==> src/rtl/seg_mode_sched.sv <==
// seg_mode_sched: digit-scan timing and display-source scheduler for the
// 8-digit seven-segment stage. Source changes land only on frame edges.
module seg_mode_sched #(
  parameter int unsigned SCAN_DIV     = 50000,
  parameter int unsigned DWELL_FRAMES = 1000
) (
  input  logic       clk_in,
  input  logic       rst,
  input  logic       auto_en,
  input  logic [2:0] src_valid,
  input  logic       man_valid,
  input  logic [2:0] man_mode,
  output logic [2:0] mode_seg_en,
  output logic       scan_tick,
  output logic [2:0] digit_idx,
  output logic       frame_end,
  output logic       manual_active
);

  localparam int unsigned CNT_W = $clog2(SCAN_DIV);
  localparam int unsigned DW_W  = (DWELL_FRAMES > 1) ? $clog2(DWELL_FRAMES) : 1;

  localparam logic [2:0] MODE_BLANK = 3'b000;
  localparam logic [2:0] MODE_DHT   = 3'b011;
  localparam logic [2:0] MODE_SPD   = 3'b010;
  localparam logic [2:0] MODE_DIST  = 3'b001;

  typedef enum logic [1:0] {
    ST_OFF    = 2'd0,
    ST_AUTO   = 2'd1,
    ST_MANUAL = 2'd2
  } state_t;

  state_t            state_q, state_d;
  logic [CNT_W-1:0]  cnt_q, cnt_d;
  logic [2:0]        digit_idx_q, digit_idx_d;
  logic              scan_tick_q, scan_tick_d;
  logic              frame_end_q, frame_end_d;
  logic [DW_W-1:0]   dwell_q, dwell_d;
  logic [2:0]        mode_q, mode_d;
  logic              manual_q, manual_d;
  logic              pend_q, pend_d;
  logic [2:0]        pend_mode_q, pend_mode_d;

  logic              tick_c;
  logic              frame_edge_c;
  logic [2:0]        v_ord_c;
  logic [1:0]        cur_idx_c;
  logic              cur_ok_c;
  logic              force_c;
  logic              release_c;

  // Rotation position 0/1/2 maps to DHT-11 / speed / distance.
  function automatic logic [2:0] mode_of(input logic [1:0] idx);
    case (idx)
      2'd0:    return MODE_DHT;
      2'd1:    return MODE_SPD;
      default: return MODE_DIST;
    endcase
  endfunction

  function automatic logic [1:0] next_idx(input logic [1:0] idx);
    return (idx == 2'd2) ? 2'd0 : idx + 2'd1;
  endfunction

  // First valid source scanning the rotation order from start (inclusive).
  function automatic logic [2:0] first_valid(input logic [1:0] start,
                                             input logic [2:0] v_ord);
    logic [2:0] res;
    logic       found;
    logic [1:0] j;
    res   = MODE_BLANK;
    found = 1'b0;
    j     = start;
    for (int k = 0; k < 3; k++) begin
      if (!found && v_ord[j]) begin
        res   = mode_of(j);
        found = 1'b1;
      end
      j = next_idx(j);
    end
    return res;
  endfunction

  // Prescaler, digit scan and strobe generation.
  always_comb begin
    tick_c       = (cnt_q == CNT_W'(SCAN_DIV - 1));
    frame_edge_c = tick_c && (digit_idx_q == 3'd7);
    cnt_d        = tick_c ? '0 : cnt_q + CNT_W'(1);
    digit_idx_d  = tick_c ? digit_idx_q + 3'd1 : digit_idx_q;
    scan_tick_d  = tick_c;
    frame_end_d  = frame_edge_c;
  end

  // Decode of the current source against its valid bit.
  always_comb begin
    v_ord_c = {src_valid[0], src_valid[1], src_valid[2]};
    case (mode_q)
      MODE_DHT:  begin cur_idx_c = 2'd0; cur_ok_c = src_valid[2]; end
      MODE_SPD:  begin cur_idx_c = 2'd1; cur_ok_c = src_valid[1]; end
      MODE_DIST: begin cur_idx_c = 2'd2; cur_ok_c = src_valid[0]; end
      default:   begin cur_idx_c = 2'd3; cur_ok_c = 1'b0;         end
    endcase
    force_c   = pend_q && (pend_mode_q != MODE_BLANK);
    release_c = pend_q && (pend_mode_q == MODE_BLANK);
  end

  // Mode FSM and pending-request register; transitions only on frame edges.
  always_comb begin
    state_d     = state_q;
    mode_d      = mode_q;
    dwell_d     = dwell_q;
    pend_d      = pend_q;
    pend_mode_d = pend_mode_q;

    if (frame_edge_c) begin
      pend_d = 1'b0;
      case (state_q)
        ST_OFF: begin
          if (force_c) begin
            state_d = ST_MANUAL;
            mode_d  = pend_mode_q;
          end else if (auto_en) begin
            state_d = ST_AUTO;
            dwell_d = '0;
            mode_d  = first_valid(2'd0, v_ord_c);
          end
        end
        ST_AUTO: begin
          if (force_c) begin
            state_d = ST_MANUAL;
            mode_d  = pend_mode_q;
          end else if (!auto_en) begin
            state_d = ST_OFF;
            mode_d  = MODE_BLANK;
            dwell_d = '0;
          end else if (cur_idx_c == 2'd3) begin
            dwell_d = '0;
            mode_d  = first_valid(2'd0, v_ord_c);
          end else if (!cur_ok_c) begin
            dwell_d = '0;
            mode_d  = first_valid(next_idx(cur_idx_c), v_ord_c);
          end else if (dwell_q == DW_W'(DWELL_FRAMES - 1)) begin
            dwell_d = '0;
            mode_d  = first_valid(next_idx(cur_idx_c), v_ord_c);
          end else begin
            dwell_d = dwell_q + DW_W'(1);
          end
        end
        ST_MANUAL: begin
          if (force_c) begin
            mode_d = pend_mode_q;
          end else if (release_c) begin
            dwell_d = '0;
            if (auto_en) begin
              state_d = ST_AUTO;
              mode_d  = first_valid(2'd0, v_ord_c);
            end else begin
              state_d = ST_OFF;
              mode_d  = MODE_BLANK;
            end
          end
        end
        default: begin
          state_d = ST_OFF;
          mode_d  = MODE_BLANK;
          dwell_d = '0;
        end
      endcase
    end

    // A request arriving on the frame edge itself survives to the next one.
    if (man_valid && !man_mode[2]) begin
      pend_d      = 1'b1;
      pend_mode_d = man_mode;
    end

    manual_d = (state_d == ST_MANUAL);
  end

  // State and output registers with synchronous reset.
  always_ff @(posedge clk_in) begin
    if (rst) begin
      state_q     <= ST_OFF;
      cnt_q       <= '0;
      digit_idx_q <= '0;
      scan_tick_q <= 1'b0;
      frame_end_q <= 1'b0;
      dwell_q     <= '0;
      mode_q      <= MODE_BLANK;
      manual_q    <= 1'b0;
      pend_q      <= 1'b0;
      pend_mode_q <= MODE_BLANK;
    end else begin
      state_q     <= state_d;
      cnt_q       <= cnt_d;
      digit_idx_q <= digit_idx_d;
      scan_tick_q <= scan_tick_d;
      frame_end_q <= frame_end_d;
      dwell_q     <= dwell_d;
      mode_q      <= mode_d;
      manual_q    <= manual_d;
      pend_q      <= pend_d;
      pend_mode_q <= pend_mode_d;
    end
  end

  assign mode_seg_en   = mode_q;
  assign scan_tick     = scan_tick_q;
  assign digit_idx     = digit_idx_q;
  assign frame_end     = frame_end_q;
  assign manual_active = manual_q;

endmodule

==> config.mk <==
export PLATFORM = sky130hd
export DESIGN_NAME = seg_mode_sched
export DESIGN_NICKNAME = d
export VERILOG_FILES = /design/src/rtl/seg_mode_sched.sv
export SDC_FILE = /design/constraint.sdc
export NUM_CORES = 1
export LEC_CHECK = 0
export ABC_AREA = 1
export CORE_ASPECT_RATIO = 0.7
export CORE_MARGIN = 1.5
export CORE_UTILIZATION = 52
export CTS_CLUSTER_SIZE = 8
export DETAILED_ROUTE_END_ITERATION = 8
export HOLD_SLACK_MARGIN = 0.15
export PLACE_DENSITY = 0.76
export SLEW_MARGIN = 25
export SYNTH_ARGS = -nofsm -noshare
export SYNTH_HDL_FRONTEND = slang
export SYNTH_SLANG_ARGS = --single-unit
==> constraint.sdc <==
create_clock -name clk_in -period 1.7 [get_ports clk_in]
set_clock_uncertainty 0.1 [all_clocks]
set_input_delay 0.51 -clock clk_in [delete_from_list [all_inputs] [get_ports clk_in]]
set_output_delay 0.51 -clock clk_in [all_outputs]
set_load 0.01 [all_outputs]
==> results.md, run 1 <==
- Status: complete, but fails checks
- Violated checks: negative setup slack
- Fin area: roughly 3300 um^2
- CTS root buf: clkbuf_8
- WP data required: 1.83 ns
- Vias per Instance: 5.48
- Die W: between 80 and 90 um
- First-pass GRT wire length: 10.6 mm
- Max frequency: 516 MHz
- Crit. End Element: flip-flop
- Clock latency on the worst-skew pair: between 0.2 and 0.3 ns
- Final WS setup: -0.237 ns
- Final setup violation count: 23
- Routed WL: 6.66 mm
- Final Hold Fails: 0
- Ys Warns: 0
- Post-Place Cell Area: 2910 um^2
- Setup TNS: -2.89 ns
- Met2 Wirelength: 2.92 mm
- Clock transition at the registers of the reported paths: 0.08 ns
- Fraction of layout cells with a size suffix above 1: about a third
- Die area: 4750 um^2
- Post-place setup slack: -0.493 ns
- Power Dens Cells: 557 nW/um^2
- Max clock buf depth: 2
- Worst path arrival time: 2.07 ns
- Max Transition Viols Final: 0
- VDD IR max: 0.483 mV
- Max-slew headroom: 76.5%
- CP max FO: 3
- Synthesized instance count: 332
- CTS Hold Bufs: 0
- Yosys reg bits: 41
- Synth-to-layout area growth: 44.2%
- GRT Util Overall: ~29%
- Main synth FF type: dfxtp_1
- WL/cell: 14.2 um
- Antenna violations before repair: 0
- Non-Filler Instances: roughly 470
- Post-synthesis sequential area ratio: 36.3%
- Worst Tran Pin Value: 0.349 ns
- DR top layer: met4
- LEAKAGE: 1.45 nW
- Tcrit/Tclk final: 114%
- Clk sink count: 41
- Mapped cell area: 2260 um^2
- RSZ-0062 raised after global routing: true
- Final GP Congestion: 0.867
- EDFF count, synth: 0
- Cells after DPL: between 400 and 500
- DIE HEIGHT: a little under 60 um
- TritonCTS Buffers: 5
- Worst Hold Class: flip-flop to flip-flop
- Core Area: 4040 um^2
- Largest net degree at the start of global routing: 13
- Synthesized Nets: 346
- Syn avg cell area: 6.80 um^2
- Drt initial violations: 356
- DRT antenna net count: 0
- Synth cell types: 39
- Minimum clock period: 1.94 ns
- # diodes: 0
- DP HPWL: between 4 and 5 mm
- Number of global-route vias before repair: roughly 2.4k
- CTS tree: built
- Share of flip-flops with an asynchronous set or reset: 0%
- Drt pass-1 iters: 5
- Initial cell density of the core: 55.9%
- H-tree levels: 2
- DRC Markers: 0
- GRT overflow: 0
- Nets@finish: between 400 and 500
- Via count: 2566
- DRT met1 WL: 3.09 mm
- I/O Pins: 19
- Port bufs: 18
- Row cnt: 19
- Max Cap Viol: 0
- Final Util: 80.6%
- Startpoint types: flip-flop
- Met3 WL post-DR: 573 um
- Worst Setup Path Type: flip-flop to flip-flop
- Most frequent cells in the layout: 61 x nand2_1, 61 x buf_4, 44 x inv_1
kinds of logic after synthesis:
| family | share of synthesized area (%) |
|---|---|
| buffers and inverters | 10.7 |
| DFF | 36.3 |
| xor gates and xnor gates | 0.776 |
| AOI/OAI and AO/OA | 15.3 |
| adders and majority gates | 2.22 |
| and+or+nand+nor | 34.2 |
| muxes | 0.443 |
state kept, by name, summed over array words and instances (netlist names):
name,flops
cnt_q,16
dwell_q,10
digit_idx,3
mode_seg_en,3
pend_mode_q,3
state_q,2
frame_end,1
manual_active,1
pend_q,1
scan_tick,1
power breakdown:
group,internal (mW),switching (mW),total [mW]
Clock,0.321,0.352,0.673
Combinational,0.0739,0.0860,0.160
Sequential,0.971,0.0102,0.981
Total,1.37,0.448,1.81
worst max-delay path: stages, from the launching register on:
cell      delay, ns
dfxtp_4        0.37
ha_4           0.14
nand2_4        0.06
nor2_4         0.11
nand2_2        0.09
buf_6          0.12
nand3b_1       0.21
nor2_2         0.18
nand3_2        0.15
nor2_2         0.12
nand2_1        0.08
a21oi_1        0.13
per-stage QoR:
| stage | hold WS [ns] | power [mW] |
|---|---|---|
| finish | 0.390 | 1.81 |
| global route | 0.403 | 1.88 |
| CTS | 0.383 | 1.80 |
| detailed placement | 0.369 | 1.14 |
| global placement | 0.362 | 1.14 |
| floorplan | 0.297 | 1.07 |
per-layer routing:
layer / vias to the layer above / track usage, %
met5: - / 0
met4: 0 / 7.26
met3: 12 / 7.56
met2: 133 / 44.6
met1: 1169 / 39.8
li1: 1252 / -
synthesized netlist by cell type, types with 2 or more instances:
library cell	instances	share of area, %
a21oi_1	23	5.1
ha_1	4	2.2
xor2_1	2	0.78
nor4_1	2	0.55
nand3_1	25	5.5
inv_2	3	0.50
dfxtp_1	41	36
clkbuf_1	3	0.50
nand4_1	9	2.5
nand2_2	2	0.55
a31oi_1	4	1.1
nor2_2	4	1.1
nor3_2	4	1.8
nor2_1	43	7.1
inv_1	51	8.5
o31ai_1	2	0.66
a22o_1	3	1.2
nand2_1	68	11
nor3_1	3	0.66
o21ai_0	17	3.8
cell type report:
type / count / area (um^2)
clock buffers: 6 / 82.6
clock inverters: 1 / 7.51
fillers: 270 / 785
inverters: 55 / 211
multi-input cells: 230 / 1390
flip-flops and latches: 41 / 827
well taps: 52 / 65.1
repair buffers: 83 / 677
final timing paths:
check | start | endpoint | slack (ns) | cells past startpoint
worst min-delay path | cnt_q[5]$_SDFF_PP0_ | cnt_q[5]$_SDFF_PP0_ | 0.39 | 2
worst min register to register | cnt_q[5]$_SDFF_PP0_ | cnt_q[5]$_SDFF_PP0_ | 0.39 | 2
worst max-delay path | cnt_q[1]$_SDFF_PP0_ | mode_seg_en[0]$_SDFFE_PP0P_ | -0.24 | 11
worst max register to register | cnt_q[1]$_SDFF_PP0_ | mode_seg_en[0]$_SDFFE_PP0P_ | -0.24 | 11
timing repair:
action	in CTS	in global routing
setup buffers	5	4
pin swaps	8	11
gates resized for setup	45	28
endpoints found under the setup margin	37	36
cloned	0	1
hold endpoints to repair	0	0
No activity file was read; power rests on OpenSTA's default activity.
==> run 2, diff against run 1 <==
HOLD_SLACK_MARGIN = 0.02   (was 0.15)
==> results of run 2 <==
The final DEF is identical to that of run 1; final timing and power are the same.
==> patch (flow settings as in run 2) <==
Register the input `auto_en` before use. The logic sees it one clock later. The other inputs are not delayed to match.
--- a/src/rtl/seg_mode_sched.sv
+++ b/src/rtl/seg_mode_sched.sv
@@ -33,2 +33,8 @@
 
+  logic auto_en_q;
+
+  always_ff @(posedge clk_in) begin
+    auto_en_q <= auto_en;
+  end
+
   state_t            state_q, state_d;
@@ -122,3 +128,3 @@
             mode_d  = pend_mode_q;
-          end else if (auto_en) begin
+          end else if (auto_en_q) begin
             state_d = ST_AUTO;
@@ -132,3 +138,3 @@
             mode_d  = pend_mode_q;
-          end else if (!auto_en) begin
+          end else if (!auto_en_q) begin
             state_d = ST_OFF;
@@ -154,3 +160,3 @@
             dwell_d = '0;
-            if (auto_en) begin
+            if (auto_en_q) begin
               state_d = ST_AUTO;
Check against the original RTL: no difference found for any inputs over 10 cycles, from zero or initial values and one cycle with rst high; that may be too few to reach the edited logic, so the function may still have changed.
==> patch against run 2 <==
The run still ends with negative setup slack left. Routed wire length rose by 23%. Die area fell by 0.69%. Non-clock buffer count rose by 14. Sequential cell count rose by 1. Worst setup slack got worse by 0.048 ns. Synthesized cell count fell by 3.6%. Area after synthesis fell by 0.72%. Sequential share of layout area fell by 0.93 points. Total power rose by 10%. Design area rose by 6.8%. Via count rose by 7.8%. Critical endpoint is now dwell_q[6]$_SDFFE_PP0P_.
==> patch: results <==
metrics = {
    "route": {
        "drt-total-wl_um": 8230,
        "dr.first_iter.drc_count": 301,
        "firstDrtPassIters": 8,
        "vias_per_cell": 5.84,
    },
    "global_route": {
        "antenna_found_initial": 0,
        "grt_first_pass_wirelength_um": 10800,
        "grt_pass1_vias": 2350,
        "grt_max_degree": 14,
        "globalRouteTotalUtil_pct": 30.5,
    },
    "timing": {
        "slew_headroom_pct": 72.3,
        "whs_ns": 0.417,
        "fin_ws_ns": -0.285,
        "finalSetupViolations": 25,
    },
    "pwr": {
        "peakVddDrop_mv": 0.518,
        "p_leak_nw": 1.53,
        "p_switching_w": 0.000479,
    },
    "place": {
        "gp_congestion": 0.939,
        "hpwl_um": 4530,
        "dp_slack_ns": -0.529,
        "io_buffers": 18,
    },
    "logic_synthesis": {
        "ys.flop_type": "dfxtp_1",
        "ys_top_cells_by_area": "dfxtp_1, nand2_1, inv_1",
        "yosys_warnings": 0,
        "yosysUniqueCellTypes": 43,
        "ys_async_sr_fraction_pct": 0,
        "synth_nets": 334,
        "yosysSeqAreaShare_pct": 37.5,
        "synth_commonest_cells": "nand2_1, inv_1, dfxtp_1",
    },
    "clock_tree": {
        "cts-root-buf": "clkbuf_8",
        "cts_max_level": 2,
        "clk_path_buf_depth": 2,
        "clock_latency_ns": 0.31,
        "path_clk_slew_ns": 0.08,
        "cts_buffers": 5,
    },
    "layout": {
        "drive_gt1_share_pct": 36.0,
        "reg_top3": "cnt_q (16), dwell_q (10)",
        "fin_nets": 435,
        "n_antenna_cell": 0,
    },
    "run_status": {
        "status": "complete, but fails checks",
        "violations": "negative setup slack",
    },
    "hold_path": {
        "min-delay-start": "dwell_q[6]$_SDFFE_PP0P_",
        "whs_path_depth": 1,
        "hp-class": "reg2reg",
        "holdPathEnd": "dwell_q[6]$_SDFFE_PP0P_",
    },
    "critical_path": {
        "crit_slowest_cell": "dfxtp_2",
        "path_delay_family": "simple AND/OR/NAND/NOR gates",
        "r2r_start": "cnt_q[0]$_SDFF_PP0_",
        "path_max_fanout": 6,
        "worst_path_largest_cell_delay_ns": 0.36,
        "r2r_end": "dwell_q[6]$_SDFFE_PP0P_",
        "worstPathArrival_ns": 2.08,
        "r2r.worst_path.cells": 13,
    },
}
-- patch: timing repair --
action,4_1_cts,5_1_grt
gates resized for setup,46,39
setup buffers,15,4
endpoints found under the setup margin,42,37
hold endpoints to repair,0,0
cloned,0,1
pin swaps,26,21
-- patch: through the flow --
step                power (W)  TNS [ns]  instances  instance area [um2]
detailed placement    0.00118     -6.06        451                 2980
global placement      0.00117     -5.29        451                 2980
floorplan             0.00110    -0.193        320                 2270
global route          0.00204     -6.42        474                 3480
CTS                   0.00198     -2.90        472                 3280
finish                0.00200     -3.27        474                 3480
-- patch: layer usage --
metal | GRT usage, % | up-vias | share of wire, % | wire, um
met1 | 40.2 | 1294 | 40 | 3320
met2 | 50.2 | 164 | 46 | 3780
met5 | 0 | - | 0 | 0
li1 | - | 1251 | - | -
met3 | 6.14 | 57 | 8.0 | 656
met4 | 10.1 | 0 | 5.7 | 469
-- patch: area by class of cell --
type	instances	area, um2
fillers	201	539
multi-input cells	219	1420
well taps	52	65.1
repair buffers	97	807
clock inverters	2	37.5
flip-flops and latches	42	851
inverters	56	223
clock buffers	6	72.6
-- patch: cells by family (layout without fill, tap and decap cells) --
family                     count (synthesis)  after routing  share of synthesized area [%]
and+or+nand+nor                          156            156                           33.2
buffers and inverters                     59            161                           10.2
AOI/OAI and AO/OA                         52             52                           14.1
DFF                                       42             42                           37.5
xor gates and xnor gates                   6              6                           2.34
adders and majority gates                  4              4                           2.23
muxes                                      1              1                          0.446
-- patch: power groups by stage --
stage	combinational, W	sequential (W)	clock, W
after detailed placement	0.000149	0.00103	0
after floorplan	0.0000709	0.00103	0
after global placement	0.000143	0.00103	0
final	0.000184	0.00101	0.000809
after CTS	0.000156	0.00101	0.000815
after global routing	0.000195	0.00101	0.000834
-- patch: worst max-delay path by stage --
stage                              startpoint                           to  slack, ns  depth (start not counted)
after global routing      cnt_q[1]$_SDFF_PP0_      dwell_q[6]$_SDFFE_PP0P_      -0.41                         13
after global placement           src_valid[0]  mode_seg_en[0]$_SDFFE_PP0P_      -0.46                         12
after CTS                 cnt_q[0]$_SDFF_PP0_      dwell_q[9]$_SDFFE_PP0P_      -0.23                         12
after floorplan           cnt_q[1]$_SDFF_PP0_      dwell_q[8]$_SDFFE_PP0P_      -0.09                         12
after detailed placement         src_valid[0]  mode_seg_en[0]$_SDFFE_PP0P_      -0.53                         12
final                     cnt_q[0]$_SDFF_PP0_      dwell_q[6]$_SDFFE_PP0P_      -0.29                         13
